--- config.mk ---
export PLATFORM = sky130hd
export DESIGN_NAME = branch_target_resolve_pipe
export DESIGN_NICKNAME = d
export VERILOG_FILES = /design/src/rtl/branch_target_resolve_pipe.sv
export SDC_FILE = /design/constraint.sdc
export NUM_CORES = 1
export LEC_CHECK = 0
export ABC_AREA = 0
export CAP_MARGIN = 0
export CORE_MARGIN = 1.5
export CORE_UTILIZATION = 25
export CTS_BUF_LIST = sky130_fd_sc_hd__clkbuf_16
export DETAILED_ROUTE_END_ITERATION = 10
export PLACE_DENSITY_LB_ADDON = 0.25
export SYNTH_ARGS = -nofsm -noshare
export SYNTH_HDL_FRONTEND = slang
export SYNTH_SLANG_ARGS = --single-unit
export TNS_END_PERCENT = 20
--- constraint.sdc ---
create_clock -name clk -period 3.9 [get_ports clk]
set_clock_uncertainty 0.1 [all_clocks]
set_input_delay 0.78 -clock clk [delete_from_list [all_inputs] [get_ports clk]]
set_output_delay 0.78 -clock clk [all_outputs]
set_load 0.02 [all_outputs]
--- src/rtl/branch_target_resolve_pipe.sv ---
// branch_target_resolve_pipe
//   Registered branch/jump target resolver sitting after rename. For each
//   accepted instruction it:
//     - emits the sequential successor pc+PCINC to the ROB (seq_*),
//     - resolves JAL / conditional-branch targets and raises a held fetch
//       redirect (misdirect/target) when the prediction was wrong, released
//       by redirect_ack,
//     - allocates the lowest free branch tag for conditional branches
//       (br_tag_*), released later through br_free,
//     - executes LUI/AUIPC and offers the result to the CDB through a
//       one-entry req/grant skid slot (cdb_*).
//   flush clears all pending control state; reset is asynchronous.
// Ports
//   clk, reset                    clock, async active-high reset
//   valid_in / ready_out          rename handshake
//   pc, imm_ext, predicted_pc     instruction operands and fetch prediction
//   rob_idx, op                   ROB entry, opcode class (0..4)
//   redirect_en                   allows a redirect for this instruction
//   misdirect, target, redirect_ack  held fetch redirect and its ack
//   seq_pc, seq_valid, seq_rob    sequential PC result for the ROB
//   br_tag_valid, br_tag          tag allocated for a conditional branch
//   br_free, br_free_tag          tag release
//   flush                         pipeline flush from commit
//   cdb_req, cdb_data, cdb_rob, cdb_grant  U-type result to CDB arbiter
module branch_target_resolve_pipe #(
  parameter int WIDTH = 32,
  parameter int ROBW  = 3,
  parameter int DEPTH = 4,
  parameter int PCINC = 1
) (
  input  logic                     clk,
  input  logic                     reset,
  input  logic                     valid_in,
  output logic                     ready_out,
  input  logic [WIDTH-1:0]         pc,
  input  logic [WIDTH-1:0]         imm_ext,
  input  logic [WIDTH-1:0]         predicted_pc,
  input  logic [ROBW-1:0]          rob_idx,
  input  logic [2:0]               op,
  input  logic                     redirect_en,
  output logic                     misdirect,
  output logic [WIDTH-1:0]         target,
  input  logic                     redirect_ack,
  output logic [WIDTH-1:0]         seq_pc,
  output logic                     seq_valid,
  output logic [ROBW-1:0]          seq_rob,
  output logic                     br_tag_valid,
  output logic [$clog2(DEPTH)-1:0] br_tag,
  input  logic                     br_free,
  input  logic [$clog2(DEPTH)-1:0] br_free_tag,
  input  logic                     flush,
  output logic                     cdb_req,
  output logic [WIDTH-1:0]         cdb_data,
  output logic [ROBW-1:0]          cdb_rob,
  input  logic                     cdb_grant
);

  localparam int TW = $clog2(DEPTH);
  localparam logic [2:0] OP_BR    = 3'd1;
  localparam logic [2:0] OP_JAL   = 3'd2;
  localparam logic [2:0] OP_LUI   = 3'd3;
  localparam logic [2:0] OP_AUIPC = 3'd4;
  localparam logic signed [WIDTH-1:0] PCINC_S = WIDTH'(PCINC);

  typedef enum logic {IDLE, REDIR} state_t;

  // Two's-complement add; overflow wraps silently.
  function automatic logic signed [WIDTH-1:0] add_wrap(
    input logic signed [WIDTH-1:0] a,
    input logic signed [WIDTH-1:0] b
  );
    return a + b;
  endfunction

  // Lowest-index clear bit of the busy map; only meaningful when not full.
  function automatic logic [TW-1:0] lowest_free(input logic [DEPTH-1:0] busy);
    logic [TW-1:0] idx;
    idx = '0;
    for (int i = DEPTH - 1; i >= 0; i--) begin
      if (!busy[i]) idx = TW'(i);
    end
    return idx;
  endfunction

  logic signed [WIDTH-1:0] pc_s, imm_s, pred_s, addr, seq_pc_d;
  logic                    is_br, is_jal, is_u, tags_full;
  logic                    accept, take, take_redirect;
  logic [TW-1:0]           free_idx;
  logic [DEPTH-1:0]        busy_p1, busy_d;
  state_t                  state_p1, state_d;

  logic                    vld_p1, tag_vld_p1, cdb_vld_p1;
  logic signed [WIDTH-1:0] seq_pc_p1, target_p1, cdb_data_p1;
  logic [ROBW-1:0]         seq_rob_p1, cdb_rob_p1;
  logic [TW-1:0]           tag_p1;

  assign pc_s     = pc;
  assign imm_s    = imm_ext;
  assign pred_s   = predicted_pc;
  assign addr     = add_wrap(pc_s, imm_s);
  assign seq_pc_d = add_wrap(pc_s, PCINC_S);

  assign is_br     = (op == OP_BR);
  assign is_jal    = (op == OP_JAL);
  assign is_u      = (op == OP_LUI) || (op == OP_AUIPC);
  assign tags_full = &busy_p1;
  assign free_idx  = lowest_free(busy_p1);

  // A U-type may enter while the slot is full only if the slot drains now.
  assign ready_out = (state_p1 == IDLE)
                   && !(cdb_vld_p1 && !cdb_grant && is_u)
                   && !(is_br && tags_full);
  assign accept        = valid_in && ready_out;
  assign take          = accept && !flush;
  assign take_redirect = accept && (is_br || is_jal) && redirect_en && (addr != pred_s);

  always_comb begin
    state_d = state_p1;
    case (state_p1)
      IDLE:    if (take_redirect) state_d = REDIR;
      REDIR:   if (redirect_ack)  state_d = IDLE;
      default: state_d = IDLE;
    endcase
    if (flush) state_d = IDLE;
  end

  always_ff @(posedge clk or posedge reset) begin
    if (reset) state_p1 <= IDLE;
    else       state_p1 <= state_d;
  end

  // Allocation picks from the pre-free map, so a tag freed this cycle is
  // only reusable next cycle.
  always_comb begin
    busy_d = busy_p1;
    if (br_free)      busy_d[br_free_tag] = 1'b0;
    if (take && is_br) busy_d[free_idx]   = 1'b1;
    if (flush)        busy_d = '0;
  end

  // ---- stage p0 -> p1: registered results ----
  always_ff @(posedge clk or posedge reset) begin
    if (reset) begin
      vld_p1      <= 1'b0;
      tag_vld_p1  <= 1'b0;
      cdb_vld_p1  <= 1'b0;
      busy_p1     <= '0;
      seq_pc_p1   <= '0;
      seq_rob_p1  <= '0;
      tag_p1      <= '0;
      target_p1   <= '0;
      cdb_data_p1 <= '0;
      cdb_rob_p1  <= '0;
    end else begin
      vld_p1     <= take;
      tag_vld_p1 <= take && is_br;
      busy_p1    <= busy_d;
      if (take) begin
        seq_pc_p1  <= seq_pc_d;
        seq_rob_p1 <= rob_idx;
      end
      if (take && is_br) tag_p1 <= free_idx;
      if (take_redirect && !flush) target_p1 <= addr;
      if (flush) begin
        cdb_vld_p1 <= 1'b0;
      end else if (take && is_u) begin
        cdb_vld_p1  <= 1'b1;
        cdb_data_p1 <= (op == OP_LUI) ? imm_s : addr;
        cdb_rob_p1  <= rob_idx;
      end else if (cdb_grant) begin
        cdb_vld_p1 <= 1'b0;
      end
    end
  end

  assign misdirect    = (state_p1 == REDIR);
  assign target       = target_p1;
  assign seq_valid    = vld_p1;
  assign seq_pc       = seq_pc_p1;
  assign seq_rob      = seq_rob_p1;
  assign br_tag_valid = tag_vld_p1;
  assign br_tag       = tag_p1;
  assign cdb_req      = cdb_vld_p1;
  assign cdb_data     = cdb_data_p1;
  assign cdb_rob      = cdb_rob_p1;

endmodule

==> results.py <==
metrics = {
    "route": {
        "wire_per_inst_um": 18.16,
        "drtAntennaViolNets": 0,
        "routed_wl_um": 32430,
        "drc": 0,
        "vias": 8311,
        "viasPerCell": 4.653,
        "dr.pass1.iters": 7,
        "drt_iter0_markers": 417,
    },
    "clocking": {
        "root_buffer": "clkbuf_16",
        "clk_pin_slew_ns": 0.07,
        "clk_path_buf_depth": 2,
        "numCtsBuffers": 9,
        "clock-sinks": 112,
        "clk_latency_ns": 0.35,
        "cts_tree": "done",
        "htree_levels": 3,
    },
    "timing": {
        "timing.final.ws_setup_ns": -0.2905,
        "setup_viol": 33,
        "slew_headroom": 0.3513,
        "period_share": 1.074,
        "worst_pin_slew_ns": 0.9694,
        "min_period_ns": 4.191,
        "rsz0062_at_grt": "yes",
        "clock.fmax_mhz": 238.6,
        "hold_viol_final": 0,
        "final_max_slew_viol_count": 0,
    },
    "place": {
        "port_buffers": 220,
        "hpwlAfterDp_um": 26290,
        "gp_congestion": 0.8908,
        "dp_slack_ns": -1.155,
    },
    "yosys": {
        "syn_inst": 905,
        "yosys.cell_types.count": 77,
        "syn-cell-area_mm2": 0.008132,
        "yosysMostFrequentCell": "nand2_1",
        "async_reset_ff_frac": 1.000,
        "synth_flop_cell": "dfrtp_1",
        "yosysTopAreaCell": "dfrtp_1",
        "yosys.area.top_type_share": 0.3447,
        "yosys-top-cells-count": "nand2_1, dfrtp_1, o21ai_0",
        "syn_avg_cell_area_um2": 8.985,
        "yosys-top-cells-area": "dfrtp_1, nand2_1, o21ai_0",
        "synth-edff-count": 0,
        "synth-seq-cells": 112,
        "synth-warning-count": 0,
        "yosysSeqAreaShare": 0.3447,
        "synthesis.nets": 1050,
    },
    "outcome": {
        "violations": "negative setup slack",
        "outcome": "finished with violations",
    },
    "power_and_ir_drop": {
        "p_per_area_mw_per_mm2": 395.9,
        "peakVddDrop_uv": 185.6,
        "power_mw": 5.405,
        "leakage_nw": 5.945,
    },
    "worst_setup_path": {
        "cpPeakStageDelay_ns": 0.47,
        "worst_ep_required_time_ns": 4.03,
        "reg2reg_to": "target[11]",
        "critPathKind": "in -> reg",
        "worst_r2r_path_depth": 10,
        "path_max_fanout": 8,
        "end_kind": "flip-flop",
        "cp.arrival_ns": 4.32,
        "start_kind": "primary input",
        "ff2ff_setup_slack_ns": 1.15,
        "crit_path_cell_trace": "clkdlybuf4s15_1, ha_4, a21oi_4, o21ai_4, a2111oi_4, a211o_1, a21oi_2, or3_4, a21o_1, a2111o_1, o31a_4, buf_12, mux2_4",
        "rr_startpoint": "cdb_req",
        "slowest_stage": "a2111o_1",
    },
    "min_path": {
        "hold_class": "reg -> reg",
        "hold_end": "seq_rob[1]",
        "min_from": "seq_rob[1]",
        "hold_path_depth": 2,
    },
    "global_routing": {
        "grt_pass1_wl_um": 48290,
        "antenna_found_initial": 4,
        "grt_max_degree": 70,
        "grt_overflow": 0,
        "grt_usage": 0.1906,
        "first_global_vias": 8142,
    },
    "floorplanning": {
        "core_area_mm2": 0.03180,
        "start_util": 0.2557,
        "pin_count": 221,
        "die_y_um": 183.4,
        "die_width_um": 183.4,
        "num_rows": 65,
        "dieArea_mm2": 0.03362,
    },
    "layout": {
        "num-nets-final": 1490,
        "drive_above_1_share": 0.3121,
        "syn2layout_area_growth_pct": 67.90,
    },
    "job": {
        "drv_cap": 0,
    },
}
-- flip-flops by register name (all words and copies together), names as in the netlist, 2 cells and up --
name	count
cdb_data	32
seq_rob	3
target	32
busy_p1	4
seq_pc	32
cdb_rob	3
br_tag	2
-- kinds of logic after synthesis --
family / count (synthesis) / share of synthesized area
XOR/XNOR: 83 / 0.1031
AO/OA/AOI/OAI: 226 / 0.1816
multiplexers: 62 / 0.09032
buffers and inverters: 67 / 0.03970
AND/OR/NAND/NOR: 322 / 0.1890
flip-flops: 112 / 0.3447
adder cells (fa/ha/maj): 33 / 0.05170
-- cell usage in the layout, fill, tap and decap left out, drive strengths merged, types with 9 or more instances in the layout --
master,count
nor2,51
a21o,12
xnor2,31
nand4,27
ha,32
a31oi,9
clkbuf,16
nor3,20
o21ai,94
dfrtp,112
clkdlybuf4s50,165
nand2,133
a21oi,54
mux2i,34
xor2,44
mux2,28
buf,260
nand3,24
inv,24
dlygate4sd2,39
or3,10
-- power by group --
part,total [mW],internal [mW],switching (mW)
sequential,1.63,1.46,0.173
clock,1.02,0.566,0.456
combinational,2.75,1.41,1.34
total,5.40,3.43,1.97
-- critical path: cells and delay by family --
| family | cells | cell delay, ns |
|---|---|---|
| fa+ha+maj | 1 | 0.32 |
| compound gates | 8 | 2.06 |
| buf+inv | 2 | 0.46 |
| mux | 1 | 0.30 |
| simple gates | 1 | 0.38 |
-- stage by stage --
stage	hold slack [ns]	std cells	TNS, ns	area (um^2)	utilization
final	0.3788	1786	-8.182	13650	0.4294
after global routing	0.3981	1786	-9.192	13650	0.4294
after CTS	0.3834	1774	-6.001	13460	0.4233
after detailed placement	0.3634	1745	-37.13	12550	0.3947
after global placement	0.3574	1745	-35.53	12550	0.3947
after floorplan	0.4048	905	-0.7833	8289	-
-- layout make-up --
class / count / area (um^2)
flip-flops and latches: 112 / 2803
fillers: 3144 / 18150
multi-input cells: 726 / 5763
inverters: 22 / 85.08
repair buffers: 474 / 4136
clock inverters: 6 / 91.34
diodes: 2 / 5.005
well taps: 435 / 544.3
clock buffers: 9 / 225.2
-- timing repair --
action                                  CTS  global route
hold buffers                              0             0
resized for setup                       166            45
pin swaps                                53            32
endpoints found under the setup margin   33            33
buffers inserted                         12            10
cloned                                    3             0
hold endpoints to repair                  0             0
-- per-layer routing --
| metal | global-route usage | vias up | routed length (um) |
|---|---|---|---|
| met2 | 0.3258 | 172 | 15770 |
| met4 | 0.03836 | 0 | 440 |
| met1 | 0.2592 | 3988 | 15180 |
| met3 | 0.02145 | 23 | 1043 |
| met5 | 0 | - | 0 |
| li1 | - | 4128 | - |
-- worst max path at each step --
| stage | to | cells after the start | start | slack [ns] |
|---|---|---|---|---|
| floorplan | target[11] | 14 | pc[8] | -0.04 |
| global placement | target[29] | 15 | pc[0] | -1.11 |
| detailed placement | target[29] | 15 | pc[0] | -1.15 |
| CTS | target[11] | 14 | imm_ext[0] | -0.22 |
| global route | target[28] | 15 | imm_ext[0] | -0.31 |
| finish | target[11] | 13 | pc[6] | -0.29 |
No activity file was read; power rests on OpenSTA's default activity.
==> variant 1, RTL diff (same flow settings) <==
Set the parameter `WIDTH` to 24 (it was 32).
--- a/src/rtl/branch_target_resolve_pipe.sv
+++ b/src/rtl/branch_target_resolve_pipe.sv
@@ -23,7 +23,7 @@
 //   flush                         pipeline flush from commit
 //   cdb_req, cdb_data, cdb_rob, cdb_grant  U-type result to CDB arbiter
 module branch_target_resolve_pipe #(
-  parameter int WIDTH = 32,
+  parameter int WIDTH = 24,
   parameter int ROBW  = 3,
   parameter int DEPTH = 4,
   parameter int PCINC = 1
Interface: changed (6 resized); port bits go from 221 to 173. No check against the original RTL was run, so the function may have changed too.
==> variant 1 against the original RTL <==
The flow still finishes with violations (negative setup slack). Die area shrank 27%. Worst setup slack improved by 0.026 ns. Power decreased by 26%. Worst hold slack got worse by 0.0023 ns. Design area decreased by 30%. Clock power shrank 14%. Area after synthesis decreased by 27%. Sequential power down 22%. Sequential cell count is 24 lower. Routed wire length decreased by 35%. Cell count down 29%. Critical path type unchanged. Highest routed layer unchanged.
==> variant 1: results (changes against the original RTL) <==
Outcome
  • Outcome: finished, violations left
  • Failing checks: negative setup slack

Clocking
  • Num CTS Buffers: 9 (unchanged)
  • Post-CTS setup buffer count: 7 (-5)
  • Clk Latency, worst-skew pair: 0.35 ns (about the same)
  • Clk pin slew, worst setup/hold paths: 0.06 ns
  • Clk buf depth: 2 (unchanged)
  • Clock sinks: 88 (-21%)
  • Root Buffer: clkbuf_16
  • Resized Gates After CTS: 47 (-72%)

Final layout
  • FILL cells: 2,311 (-26%)
  • Nets: 1,051 (-29%)
  • Bufs w/o clock: 315 (-34%)
  • Multi-input combinational cell area: 0.00369 mm² (-36%)
  • Antenna fix cells: 1 (-1)
  • Sequential Area: 0.00220 mm² (-21%)
  • Multi-input gate count: 504 (-31%)
  • Clock buf/inv share: 3.01% (+0.69 points)
  • Layout cells sized above 1: 22.4% (-8.8 points)
  • Fraction of area in non-clock buffers: 30.5% (+0.19 points)
  • Inverters excl. clock: 20 (-9.1%)

Placement
  • Post-DP Area: 0.00897 mm² (-29%)
  • Final HPWL DP: 17.0 mm (-35%)
  • Placer congestion estimate: 0.909 (+2.1%)
  • Dpl ws: -1.05 ns (+0.108 ns)
  • Port Buf Inserts: 172 (-22%)

Detailed routing
  • First DRT Iteration DRCs: 247 (-41%)
  • Post-Route WL: 21.1 mm (-35%)
  • Pre-antenna DRT Iters: 4 (-3)
  • Drt via density: 4.57 (-1.7%)

Min path
  • Worst Hold Path EP: seq_rob[0]
  • WHS Path Cells: 2 (unchanged)
  • Worst min-delay path startpoint: seq_rob[0]
  • Worst min path class: flip-flop to flip-flop

Global route
  • Initial antenna violation count: 1 (-3)
  • GRT Total Usage: 17.7% (-1.4 points)
  • Vias in the first global route: 5,909 (-27%)
  • First-pass GRT wire length: 32.6 mm (-33%)
  • Largest net degree at the start of global routing: 54 (-23%)

Yosys
  • Register area share after synthesis: 37.3% (+2.8 points)
  • Syn. warnings: 0 (unchanged)
  • Synth cell count leaders: 101 x nand2_1, 88 x dfrtp_1, 62 x o21ai_0, 36 x nor2_1, 32 x a21oi_1
  • Mapped Nets: 758 (-28%)
  • Distinct cells, synth: 68 (-12%)
  • Synth area leaders: dfrtp_1 37%, nand2_1 6.4%, o21ai_0 5.3%
  • Synth async-reset ratio: 100% (unchanged)

Pwr
  • Leak: 4.20 nW (-29%)
  • Switching part of the total power: 35.5% (-1.0 points)
  • Clock group: 0.000876 W (-14%)
  • Logic pwr share: 46.4% (-4.6 points)
  • Max rail drop VDD: 213 µV (+15%)

Worst setup path
  • Worst reg-to-reg path cell count: 11 (+1)
  • RR Startpoint: cdb_req
  • Max Fanout on Critical Path: 6 (-2)
  • Reg-to-reg endpoint: target[5]
  • Reg2Reg Setup Slack: 1.21 ns (+0.06 ns)

STA
  • Final WS setup: -0.265 ns (+0.0257 ns)
  • Endpoints failing setup: 25 (-24%)
  • Max transition margin: 40.0% (+4.8 points)
variant 1: layer usage:
metal	up-vias	track usage [%]	share of wire (%)	routed length, µm
met5	-	0	0	0
met4	0	6.12	2.1	443
met3	27	3.63	5.0	1060
met2	128	29.4	48	10100
met1	2726	22.7	45	9550
li1	2895	-	-	-
variant 1: through the flow:
stage	hold WS, ns	setup TNS [ns]	util, %	power, W	std cells
4_1_cts	0.378	-5.66	40.6	0.00403	1260
3_5_place_dp	0.362	-24.91	38.5	0.00311	1235
3_3_place_gp	0.358	-22.62	38.5	0.00310	1235
6_report	0.376	-4.97	41.0	0.00400	1263
2_1_floorplan	0.429	-2.78	-	0.00215	645
5_1_grt	0.398	-8.57	41.0	0.00425	1263
variant 1: how the worst max path moves through the flow:
stage | startpoint | to | slack [ns]
after CTS | imm_ext[0] | target[0] | -0.29
after global placement | pc[0] | target[16] | -0.96
after detailed placement | pc[0] | target[20] | -1.05
after global routing | imm_ext[0] | target[16] | -0.40
final | imm_ext[0] | target[0] | -0.26
after floorplan | pc[0] | target[0] | -0.17
variant 1: worst max-delay path, cell delays in order:
cell       delay, ns
buf_6           0.10
ha_4            0.16
fa_2            0.34
a211o_1         0.28
a221o_2         0.39
buf_6           0.15
a31oi_4         0.19
xnor3_1         0.27
a2111oi_4       0.39
o2111ai_2       0.19
nor4_4          0.30
a31oi_4         0.16
buf_12          0.17
buf_12          0.13
mux2_4          0.29
variant 1: cell families (layout without fill, tap and decap cells):
kind of cell             count (synthesis)  after routing  share of synthesized area, %
XOR/XNOR                                62             62                          11.3
AND/OR/NAND/NOR                        219            219                          17.3
flip-flops                              88             88                          37.3
AO/OA/AOI/OAI                          157            157                          17.2
buffers and inverters                   53            351                          3.58
multiplexers                            41             41                          7.80
other                                    0              1                             0
adder cells (fa/ha/maj)                 25             25                          5.43
==> variant 2, RTL diff (same settings) <==
Without the edit above. Make the reset (`reset`) synchronous in 2 clocked blocks. Comments in the files are not updated.
--- a/src/rtl/branch_target_resolve_pipe.sv
+++ b/src/rtl/branch_target_resolve_pipe.sv
@@ -124,7 +124,7 @@
     if (flush) state_d = IDLE;
   end
 
-  always_ff @(posedge clk or posedge reset) begin
+  always_ff @(posedge clk) begin
     if (reset) state_p1 <= IDLE;
     else       state_p1 <= state_d;
   end
@@ -139,7 +139,7 @@
   end
 
   // ---- stage p0 -> p1: registered results ----
-  always_ff @(posedge clk or posedge reset) begin
+  always_ff @(posedge clk) begin
     if (reset) begin
       vld_p1      <= 1'b0;
       tag_vld_p1  <= 1'b0;
Formal check against the unedited RTL: differs if reset is asserted again (counterexample within 4 cycles, from zero or initial values and one cycle with reset high); with reset held inactive, the same outputs for 4 cycles.
==> variant 2 against the original RTL <==
The flow still finishes with violations (negative setup slack). Design area decreased by 7.5%. Power decreased by 31%. First-iteration DRC count increased by 26%. Clock power decreased by 5%. Worst setup slack improved by 0.27 ns. Area after synthesis decreased by 6.0%. Sequential cell count unchanged. Cell count decreased by 2.4%. Routed wire length decreased by 4.0%.
==> variant 2: results (changes against the original RTL) <==
Yosys
  • Synth async-reset ratio: 0% (-100 points)
  • Synth cell count leaders: 122 x nand2_1, 112 x dfxtp_1, 108 x nor2_1, 59 x a21oi_1, 59 x nand2b_1
  • Syn_area_per_cell: 7.97 µm² (-11%)
  • Synth area leaders: dfxtp_1 29%, nand2_1 6.0%, nor2_1 5.3%
  • Mapped Nets: 1,104 (+5.1%)

Global route
  • Initial antenna violation count: 2 (-2)
  • Vias in the first global route: 7,824 (-3.9%)
  • Largest net degree at the start of global routing: 72 (+2.9%)
  • First-pass GRT wire length: 46.1 mm (-4.6%)
  • GRT Total Usage: 19.2% (+0.18 points)

Pwr
  • Cell internal pwr: 0.00244 W (-29%)
  • Sequential Power: 0.00121 W (-26%)
  • Logic pwr share: 42.1% (-8.9 points)
  • Sequential share of power: 32.3% (+2.2 points)
  • Max rail drop VDD: 231 µV (+24%)
  • Leak: 4.89 nW (-18%)

Clocking
  • Resized Gates After CTS: 47 (-72%)
  • Clk pin slew, worst setup/hold paths: 0.09 ns (+0.02 ns)
  • Post-CTS setup buffer count: 5 (-7)
  • H-tree levels: 3 (unchanged)

Worst setup path
  • Crit-path slowest cell: clkdlybuf4s50_1
  • Max Fanout on Critical Path: 4 (-4)
  • CP endpoint: target[2]
  • Critical path launch point: pc[18]
  • Reg2Reg Setup Slack: 0.89 ns (-0.26 ns)

Placement
  • Post-DP Area: 0.0118 mm² (-6.4%)
  • Dpl cells: 1,715 (-1.7%)
  • Final HPWL DP: 25.1 mm (-4.4%)
  • Placer congestion estimate: 0.868 (-2.6%)
  • Dpl ws: -0.777 ns (+0.377 ns)

Final layout
  • Layout cells sized above 1: 24.3% (-6.9 points)

STA
  • Final WS setup: -0.0215 ns (+0.269 ns)
  • Hold slack: 0.358 ns (-0.0206 ns)
  • Endpoints failing setup: 3 (-91%)
  • Setup TNS: -0.0306 ns (+8.15 ns)

Detailed routing
  • WL/cell: 17.9 µm (-1.6%)
  • DR vias: 8,172 (-1.7%)
  • Post-Route WL: 31.1 mm (-4.0%)
  • Pre-antenna DRT Iters: 5 (-2)

Outcome
  • Failing checks: negative setup slack
  • Outcome: finished, violations left

Floorplanning
  • Std-Cell Core Area: 0.0299 mm² (-6.1%)

Min path
  • Worst Hold Path EP: cdb_data[25]
  • Worst min-delay path startpoint: cdb_data[25]
## variant 2: cell types whose count changed in the layout (fill, tap and decap cells not counted), sizes merged, moves of 37 or more
cell    change
dfrtp     -112
dfxtp     +112
o21ai      -67
nor2       +57
nand2b     +52
buf        -39
a211oi     +37
## variant 2: cell families after synthesis
logic type,after synthesis,synth area share (%)
xor+xnor,89,11.2
flops,112,29.3
mux,35,4.84
buf+inv,76,3.96
compound gates,220,20.3
fa+ha+maj,33,5.50
simple gates,394,24.9
## variant 2: area by class of cell
cell class                 count  area (µm²)
antenna                        1        2.50
multi-input combinational    771        5610
inverter                      14        52.6
tap                          390         488
clock inverter                 7        62.6
sequential                   112        2240
timing repair buffer         439        3950
clock buffer                   9         225
fill                        3026       17300
## variant 2: layer usage
metal  vias up  GRT usage (%)  wire [µm]
met5         -              0         12
li1       4183              -          -
met3        23           2.63       1390
met2       211           28.9      13200
met1      3753           28.5      16100
met4         2           4.90        406
